===== src/rtl/alu_share_ctrl.sv =====
// Shares one external combinational ALU between two valid/ready requesters.
// Optional macro ALU_SHARE_FIXED_PRIO_EN selects fixed priority (req0 wins) instead of round-robin.
module alu_share_ctrl #(
    parameter int WIDTH = 32,
    parameter int OPW   = 3
) (
    input  logic             clk,
    input  logic             reset,

    input  logic             req0_valid,
    output logic             req0_ready,
    input  logic [OPW-1:0]   req0_op,
    input  logic [WIDTH-1:0] req0_a,
    input  logic [WIDTH-1:0] req0_b,

    input  logic             req1_valid,
    output logic             req1_ready,
    input  logic [OPW-1:0]   req1_op,
    input  logic [WIDTH-1:0] req1_a,
    input  logic [WIDTH-1:0] req1_b,

    output logic             resp0_valid,
    input  logic             resp0_ready,
    output logic             resp1_valid,
    input  logic             resp1_ready,

    output logic [WIDTH-1:0] resp_result,
    output logic             resp_zero,
    output logic [WIDTH-1:0] alu_a,
    output logic [WIDTH-1:0] alu_b,
    output logic [OPW-1:0]   alu_op,
    input  logic [WIDTH-1:0] alu_r,

    output logic             busy
);

    localparam logic [1:0] S_IDLE = 2'd0;
    localparam logic [1:0] S_EXEC = 2'd1;
    localparam logic [1:0] S_RESP = 2'd2;

    logic [1:0]       r_state;
    logic [OPW-1:0]   r_op;
    logic [WIDTH-1:0] r_a;
    logic [WIDTH-1:0] r_b;
    logic [WIDTH-1:0] r_result;
    logic             r_zero;
    logic             r_owner;

    logic             w_idle;
    logic             w_win;
    logic             w_accept;
    logic             w_resp_hs;

    // Ready is forced low while reset is asserted, not just after the state settles.
    assign w_idle = (r_state == S_IDLE) && !reset;

`ifdef ALU_SHARE_FIXED_PRIO_EN
    assign w_win = !req0_valid;
`else
    logic r_last_grant;

    assign w_win = (req0_valid && req1_valid) ? ~r_last_grant : req1_valid;

    always_ff @(posedge clk or posedge reset) begin
        if (reset) begin
            r_last_grant <= 1'b1;
        end else if (w_accept) begin
            r_last_grant <= w_win;
        end
    end
`endif

    assign w_accept   = w_idle && (req0_valid || req1_valid);
    assign req0_ready = w_idle && req0_valid && !w_win;
    assign req1_ready = w_idle && req1_valid && w_win;
    assign w_resp_hs  = (r_state == S_RESP) && (r_owner ? resp1_ready : resp0_ready);

    always_ff @(posedge clk or posedge reset) begin
        if (reset) begin
            r_state  <= S_IDLE;
            r_op     <= '0;
            r_a      <= '0;
            r_b      <= '0;
            r_result <= '0;
            r_zero   <= 1'b0;
            r_owner  <= 1'b0;
        end else begin
            case (r_state)
                S_IDLE: begin
                    if (w_accept) begin
                        r_op    <= w_win ? req1_op : req0_op;
                        r_a     <= w_win ? req1_a  : req0_a;
                        r_b     <= w_win ? req1_b  : req0_b;
                        r_owner <= w_win;
                        r_state <= S_EXEC;
                    end
                end
                S_EXEC: begin
                    r_result <= alu_r;
                    r_zero   <= (alu_r == '0);
                    r_state  <= S_RESP;
                end
                S_RESP: begin
                    if (w_resp_hs) begin
                        r_state <= S_IDLE;
                    end
                end
                default: r_state <= S_IDLE;
            endcase
        end
    end

    // ALU inputs come only from the operand registers, so they never follow requester inputs.
    assign alu_a       = r_a;
    assign alu_b       = r_b;
    assign alu_op      = r_op;
    assign resp_result = r_result;
    assign resp_zero   = r_zero;
    assign resp0_valid = (r_state == S_RESP) && !r_owner;
    assign resp1_valid = (r_state == S_RESP) && r_owner;
    assign busy        = (r_state != S_IDLE);

endmodule


===== config.mk =====
export PLATFORM = sky130hd
export DESIGN_NAME = alu_share_ctrl
export DESIGN_NICKNAME = d
export VERILOG_FILES = /design/src/rtl/alu_share_ctrl.sv
export SDC_FILE = /design/constraint.sdc
export NUM_CORES = 1
export LEC_CHECK = 0
export BUFFER_PORTS_ARGS = -buffer_cell sky130_fd_sc_hd__buf_2
export CAP_MARGIN = 20
export CORE_AREA = 5 5 91 127
export CTS_CLUSTER_DIAMETER = 100
export DETAILED_ROUTE_END_ITERATION = 8
export DIE_AREA = 0 0 96 132
export GPL_ROUTABILITY_DRIVEN = 0
export GPL_TIMING_DRIVEN = 0
export PLACE_DENSITY = 0.92
export SETUP_SLACK_MARGIN = 0.2
export SLEW_MARGIN = 20
export SYNTH_ARGS = -nofsm -noshare
export SYNTH_HDL_FRONTEND = slang
export SYNTH_SLANG_ARGS = --single-unit

===== constraint.sdc =====
create_clock -name clk -period 6.8 [get_ports clk]
set_clock_uncertainty 0.05 [all_clocks]
set_input_delay 1.36 -clock clk [delete_from_list [all_inputs] [get_ports clk]]
set_output_delay 1.36 -clock clk [all_outputs]
set_load 0.02 [all_outputs]

==> metrics.cfg, run 1 <==
[sta]
setup_viol = 0
fin_tns_setup_ps = 0
worstMarginPinSlew_ps = 452
min_period_ps = 4110
max_slew_margin = 0.699
period_share = 0.604
hold_violations = 0
grt_setup_unrepaired = false
max_freq_mhz = 243
slew_viol_final = 0

[global_route]
grt_pass1_vias = 4290
grt_max_degree = 56
grt-ovfl-total = 0
antenna_found_initial = 0
grt_use_total = 0.211
grt_pass1_wl_um = 20600

[cts]
clockBufferDepth = 2
cts_hold_buf = 0
numCtsBuffers = 9
clock-sinks = 104
cts_setup_buffers = 0
cts_root_buf = clkbuf_16
path_clk_slew_ps = 70
cts_max_level = 3
cts_tree = yes
clkLatencyLatePin_ps = 330
cts_resized = 0

[worst_setup_path]
r2r-start = r_last_grant
worst_setup_path_end_kind = output port
r2r-end = alu_b[5]
worst_ep_required_time_ps = 5390
critical_path_peak_fanout = 10
critPathLaunchType = primary input
critPathArrivalTime_ps = 2700
r2r_slack_ps = 4850
critPathKind = in -> out
reg2reg_depth = 5

[synthesis]
synth_top_family_by_area = multiplexers
synthDistinctLibCells = 22
synth_largest_area_cell = dfrtp_1
ys_seq_area_frac = 0.542
syn_area_um2 = 4800
synth_edf_count = 0
yosys.cell_count.top_type = mux2_2
synth-compound-area-share = 0.00990
ys_async_sr_fraction = 1.00
yosys-top-cells-count = mux2_2 (159), dfrtp_1 (103), buf_2 (13), mux2_4 (8), nor4_1 (8)
syn_area_per_cell_um2 = 15.1
muxShareOfSynthArea = 0.398
syn-num-nets = 490
ys.flop_type = dfrtp_1
synthAdderAreaFrac = 0
ys_warn_count = 0
synth-simple-area-share = 0.0242
synth_area_leaders = dfrtp_1 (54%), mux2_2 (37%), mux2_4 (2.5%)
synth_xor_area_frac = 0
ys_seq_elements = 104
netlist_instances = 318
yosysTopAreaCellShare = 0.537

[detailed_routing]
drt_wl_total_um = 13400
drt_iter0_markers = 47
viasPerCell = 5.05
vias = 3782
wl_per_cell_um = 18.0
drtAntennaViolNets = 0
dr.pass1.iters = 4
drc_errors = 0

[place]
place_area_um2 = 6390
dp_hpwl_um = 10900
io_buffers = 276
dp_cells = 733

[power_and_ir_drop]
vdd_ir_drop_max_mv = 0.281
total_leakage_power_nw = 3.27
p_per_area_nw_per_um2 = 448

[layout]
syn2layout_area_growth_pct = 38.7
drive_gt1_frac = 0.792
n_antenna_cell = 0
fin_cells = 749
fin_nets = 778
final_area_um2 = 6660
post-route-util = 0.651
fillers = 782

[floorplanning]
io_pins = 277
die_x_um = 96
die_area_um2 = 12700
die_h_um = 132
fp-row-count = 44
fp.coreArea_um2 = 10200
initial_core_util = 0.469

[hold_path]
whs_path_depth = 2
holdCritStartpoint = resp_zero
hold_path.class = reg -> reg
worstHoldEndpoint = resp_zero

[status]
status = completed

[run]
max_cap_violations = 0

==> how the worst max path moves through the flow <==
stage,end,startpoint,slack [ps]
after floorplan,alu_a[0],reset,2660
after global placement,alu_a[25],reset,1660
after detailed placement,req1_ready,req0_valid,2630
after CTS,req1_ready,req0_valid,2620
after global routing,req1_ready,req0_valid,2570
final,req1_ready,req0_valid,2690
==> registers in the layout, summed over array words and instances, names as in the netlist <==
register	flops
alu_op	3
resp_result	32
r_last_grant	1
resp_zero	1
alu_a	32
alu_b	32
r_owner	1
r_state	2
==> cell type report <==
class	count	area, um2	area share
buffer	18	114	0.0171
clock buffer	10	229	0.0344
clock inverter	6	45.0	0.00676
inverter	3	16.3	0.00244
multi-input combinational	193	2070	0.311
sequential	104	2600	0.391
tap	138	173	0.0259
timing repair buffer	277	1410	0.211
==> layout by cell type, fill, tap and decap left out, types with 2 or more instances in the layout <==
master	Yosys	routed
dfrtp_1	103	103
mux2_4	8	8
clkbuf_16	0	9
nand2_1	2	2
nor2_1	3	3
clkinvlp_4	0	3
a21o_1	2	2
inv_6	0	2
nor4_1	8	8
nand4_1	2	2
buf_2	13	289
mux2_2	159	159
nand2b_1	2	2
buf_6	3	3
buf_4	2	2
==> worst max-delay path, cell delays in order <==
cell      delay [ps]
buf_2            130
a21boi_2         370
buf_6            260
buf_6            200
and2_1           180
buf_2            190
==> cell families (layout without fill, tap and decap cells) <==
kind of cell    count (synthesis)  count (layout)
mux                           167             167
compound gates                  6               6
buf+inv                        21             314
flops                         104             104
simple gates                   20              20
==> where the power goes <==
part	internal [mW]	leakage (nW)	switching, mW
clock	0.250	0.125	0.227
sequential	0.934	1.22	0.159
combinational	0.626	1.93	0.791
==> stage by stage <==
stage | total power, mW | hold slack, ps | worst slack [ps]
after floorplan | 2.00 | 451 | 2660
after global placement | 2.47 | 407 | 1660
after detailed placement | 2.54 | 415 | 2630
after CTS | 3.02 | 435 | 2620
after global routing | 3.15 | 464 | 2570
final | 2.99 | 437 | 2690
==> layer usage <==
| layer | track usage | part of all wire | up-vias |
|---|---|---|---|
| met5 | 0 | 0 | - |
| met4 | 0.0926 | 0.031 | 0 |
| li1 | - | - | 1726 |
| met1 | 0.214 | 0.34 | 1803 |
| met3 | 0.0577 | 0.10 | 32 |
| met2 | 0.387 | 0.53 | 221 |
(Power assumes the default switching activity.)
==> run 2: changes to the inputs <==
- CORE_AREA: 5 5 91 127 -> 5 5 99 138
- DIE_AREA: 0 0 96 132 -> 0 0 104 143
- PLACE_DENSITY: 0.92 -> 0.83
- clock period: 6.8 -> 3.4 ns (I/O delays scaled with it)
==> run 2 against run 1 <==
Effect of this change:
- register-to-register slack worse by 3400 ps
- sequential power rose by 100%
- critical path type unchanged
- largest power group unchanged
- critical path depth did not move
- core utilization fell by 10 points
- non-clock buffer count is 2 higher
==> metrics.cfg, run 2 (synthesis results as in run 1) <==
[status]
status = completed

[cts]
path_clk_slew_ps = 60  ; about the same
cts_hold_buf = 0  ; unchanged
numCtsBuffers = 9  ; unchanged
cts_setup_buffers = 0  ; unchanged
clockBufferDepth = 2  ; unchanged
cts_root_buf = clkbuf_16
cts_max_level = 3  ; unchanged
cts_resized = 0  ; unchanged
clock-sinks = 104  ; unchanged
cts_tree = yes
clkLatencyLatePin_ps = 330  ; about the same

[layout]
n_antenna_cell = 0  ; unchanged
fin_nets = 780  ; +0.26%
ff_latch_area_um2 = 2600  ; unchanged
final_common_cell = buf_2
post-route-util = 0.548  ; -0.102
drive_gt1_frac = 0.792  ; about the same
syn2layout_area_growth_pct = 39.9
fillers = 1049  ; +34%
layout_common_cells = buf_2 (289), mux2_2 (159), dfrtp_1 (103)
multi_input_area_um2 = 2070  ; unchanged

[worst_setup_path]
r2r_slack_ps = 1450  ; -3400 ps
critical-path-max-stage-delay_ps = 400  ; +30 ps
critPathKind = in -> out
critPathLaunchType = primary input
critPathArrivalTime_ps = 2020  ; -680 ps
crit_path_top_delay_cell = a21boi_2
worst_setup_path_end_kind = output port
r2r-start = r_last_grant
worst_ep_required_time_ps = 2670  ; -2720 ps
r2r-end = alu_b[2]
critical_path_peak_fanout = 10  ; unchanged
path_cells = buf_2 > a21boi_2 > buf_6 > buf_6 > and2_1 > buf_2
reg2reg_depth = 5  ; unchanged

[sta]
max_freq_mhz = 364
hold_violations = 0  ; unchanged
setup_viol = 0  ; unchanged
min_period_ps = 2750
grt_setup_unrepaired = false
slew_viol_final = 0  ; unchanged
fin_tns_setup_ps = 0  ; unchanged
period_share = 0.808
max_slew_margin = 0.689  ; -0.00972
worstMarginPinSlew_ps = 464  ; +11.9 ps

[detailed_routing]
viasPerCell = 4.91  ; -2.8%
vias = 3740  ; -1.1%
drt_iter0_markers = 38  ; -19%
drt_wl_total_um = 13100  ; -2.7%
drc_errors = 0  ; unchanged
wl_per_cell_um = 17.2  ; -4.4%
dr.pass1.iters = 4  ; unchanged
drtAntennaViolNets = 0  ; unchanged

[global_route]
grt_pass1_vias = 4268  ; -0.51%
antenna_found_initial = 0  ; unchanged
grt_use_total = 0.173  ; -0.0373
grt_pass1_wl_um = 20900  ; +1.2%
grt_max_degree = 37  ; -34%
grt-ovfl-total = 0  ; unchanged

[place]
io_buffers = 276  ; unchanged
dp_hpwl_um = 10900  ; -0.52%

[floorplanning]
fp-row-count = 48  ; +9.1%
die_x_um = 104  ; +8.3%
die_area_um2 = 14900  ; +17%
die_h_um = 143  ; +8.3%
io_pins = 277  ; unchanged
initial_core_util = 0.392  ; -0.0770
fp.coreArea_um2 = 12300  ; +20%

[run]
max_cap_violations = 0  ; unchanged

[power_and_ir_drop]
vdd_ir_drop_max_mv = 0.432  ; +54%
p_per_area_nw_per_um2 = 884  ; +97%
total_leakage_power_nw = 3.29  ; +0.40%

[hold_path]
hold_path.class = in -> async

[run 2: cell count changes in the layout (fill, tap and decap cells not counted), sizes merged]
cell	change
buf	+2
inv	-2
clkbuf	+1
clkinv	-1
clkinvlp	+1
[run 2: worst max-delay path by stage]
stage | from | end | slack (ps) | cells after the start
after global placement | req0_valid | req1_ready | 590 | 6
after global routing | req0_valid | req1_ready | 500 | 6
after floorplan | req1_valid | req1_ready | 1180 | 4
final | req0_valid | req1_ready | 650 | 6
after CTS | req0_valid | req1_ready | 530 | 6
after detailed placement | req0_valid | req1_ready | 530 | 6
[run 2: power breakdown]
group / internal, mW / switching, mW
logic: 1.26 / 1.55
clock network: 0.514 / 0.429
registers: 1.87 / 0.318
[run 2: area by class of cell]
| cell class | instances | share of cell area |
|---|---|---|
| plain buffers | 18 | 0.0169 |
| clock buffers | 11 | 0.0361 |
| clock inverters | 4 | 0.00466 |
| inverters | 3 | 0.00224 |
| multi-input cells | 193 | 0.309 |
| flip-flops and latches | 104 | 0.388 |
| well taps | 150 | 0.0279 |
| repair buffers | 279 | 0.216 |
[run 2: routing by layer]
| metal | track usage | up-vias | share of wire |
|---|---|---|---|
| li1 | - | 1734 | - |
| met1 | 0.173 | 1787 | 0.34 |
| met2 | 0.324 | 190 | 0.55 |
| met3 | 0.0656 | 29 | 0.087 |
| met4 | 0.0668 | 0 | 0.024 |
| met5 | 0 | - | 0 |
[run 2: worst max-delay path: cells and delay by family]
family	cells	cell delay, ps
buffers and inverters	4	740
AO/OA/AOI/OAI	1	400
AND/OR/NAND/NOR	1	190
[run 2: metrics by stage]
step | worst slack [ps] | power (mW) | instance area (um2) | hold slack, ps | cells
2_1_floorplan | 1180 | 4.01 | 4810 | 451 | 318
3_5_place_dp | 533 | 5.07 | 6440 | 416 | 747
4_1_cts | 528 | 6.03 | 6720 | 312 | 762
3_3_place_gp | 585 | 4.94 | 6380 | 407 | 744
5_1_grt | 496 | 6.31 | 6720 | 316 | 762
6_report | 653 | 5.94 | 6720 | 313 | 762
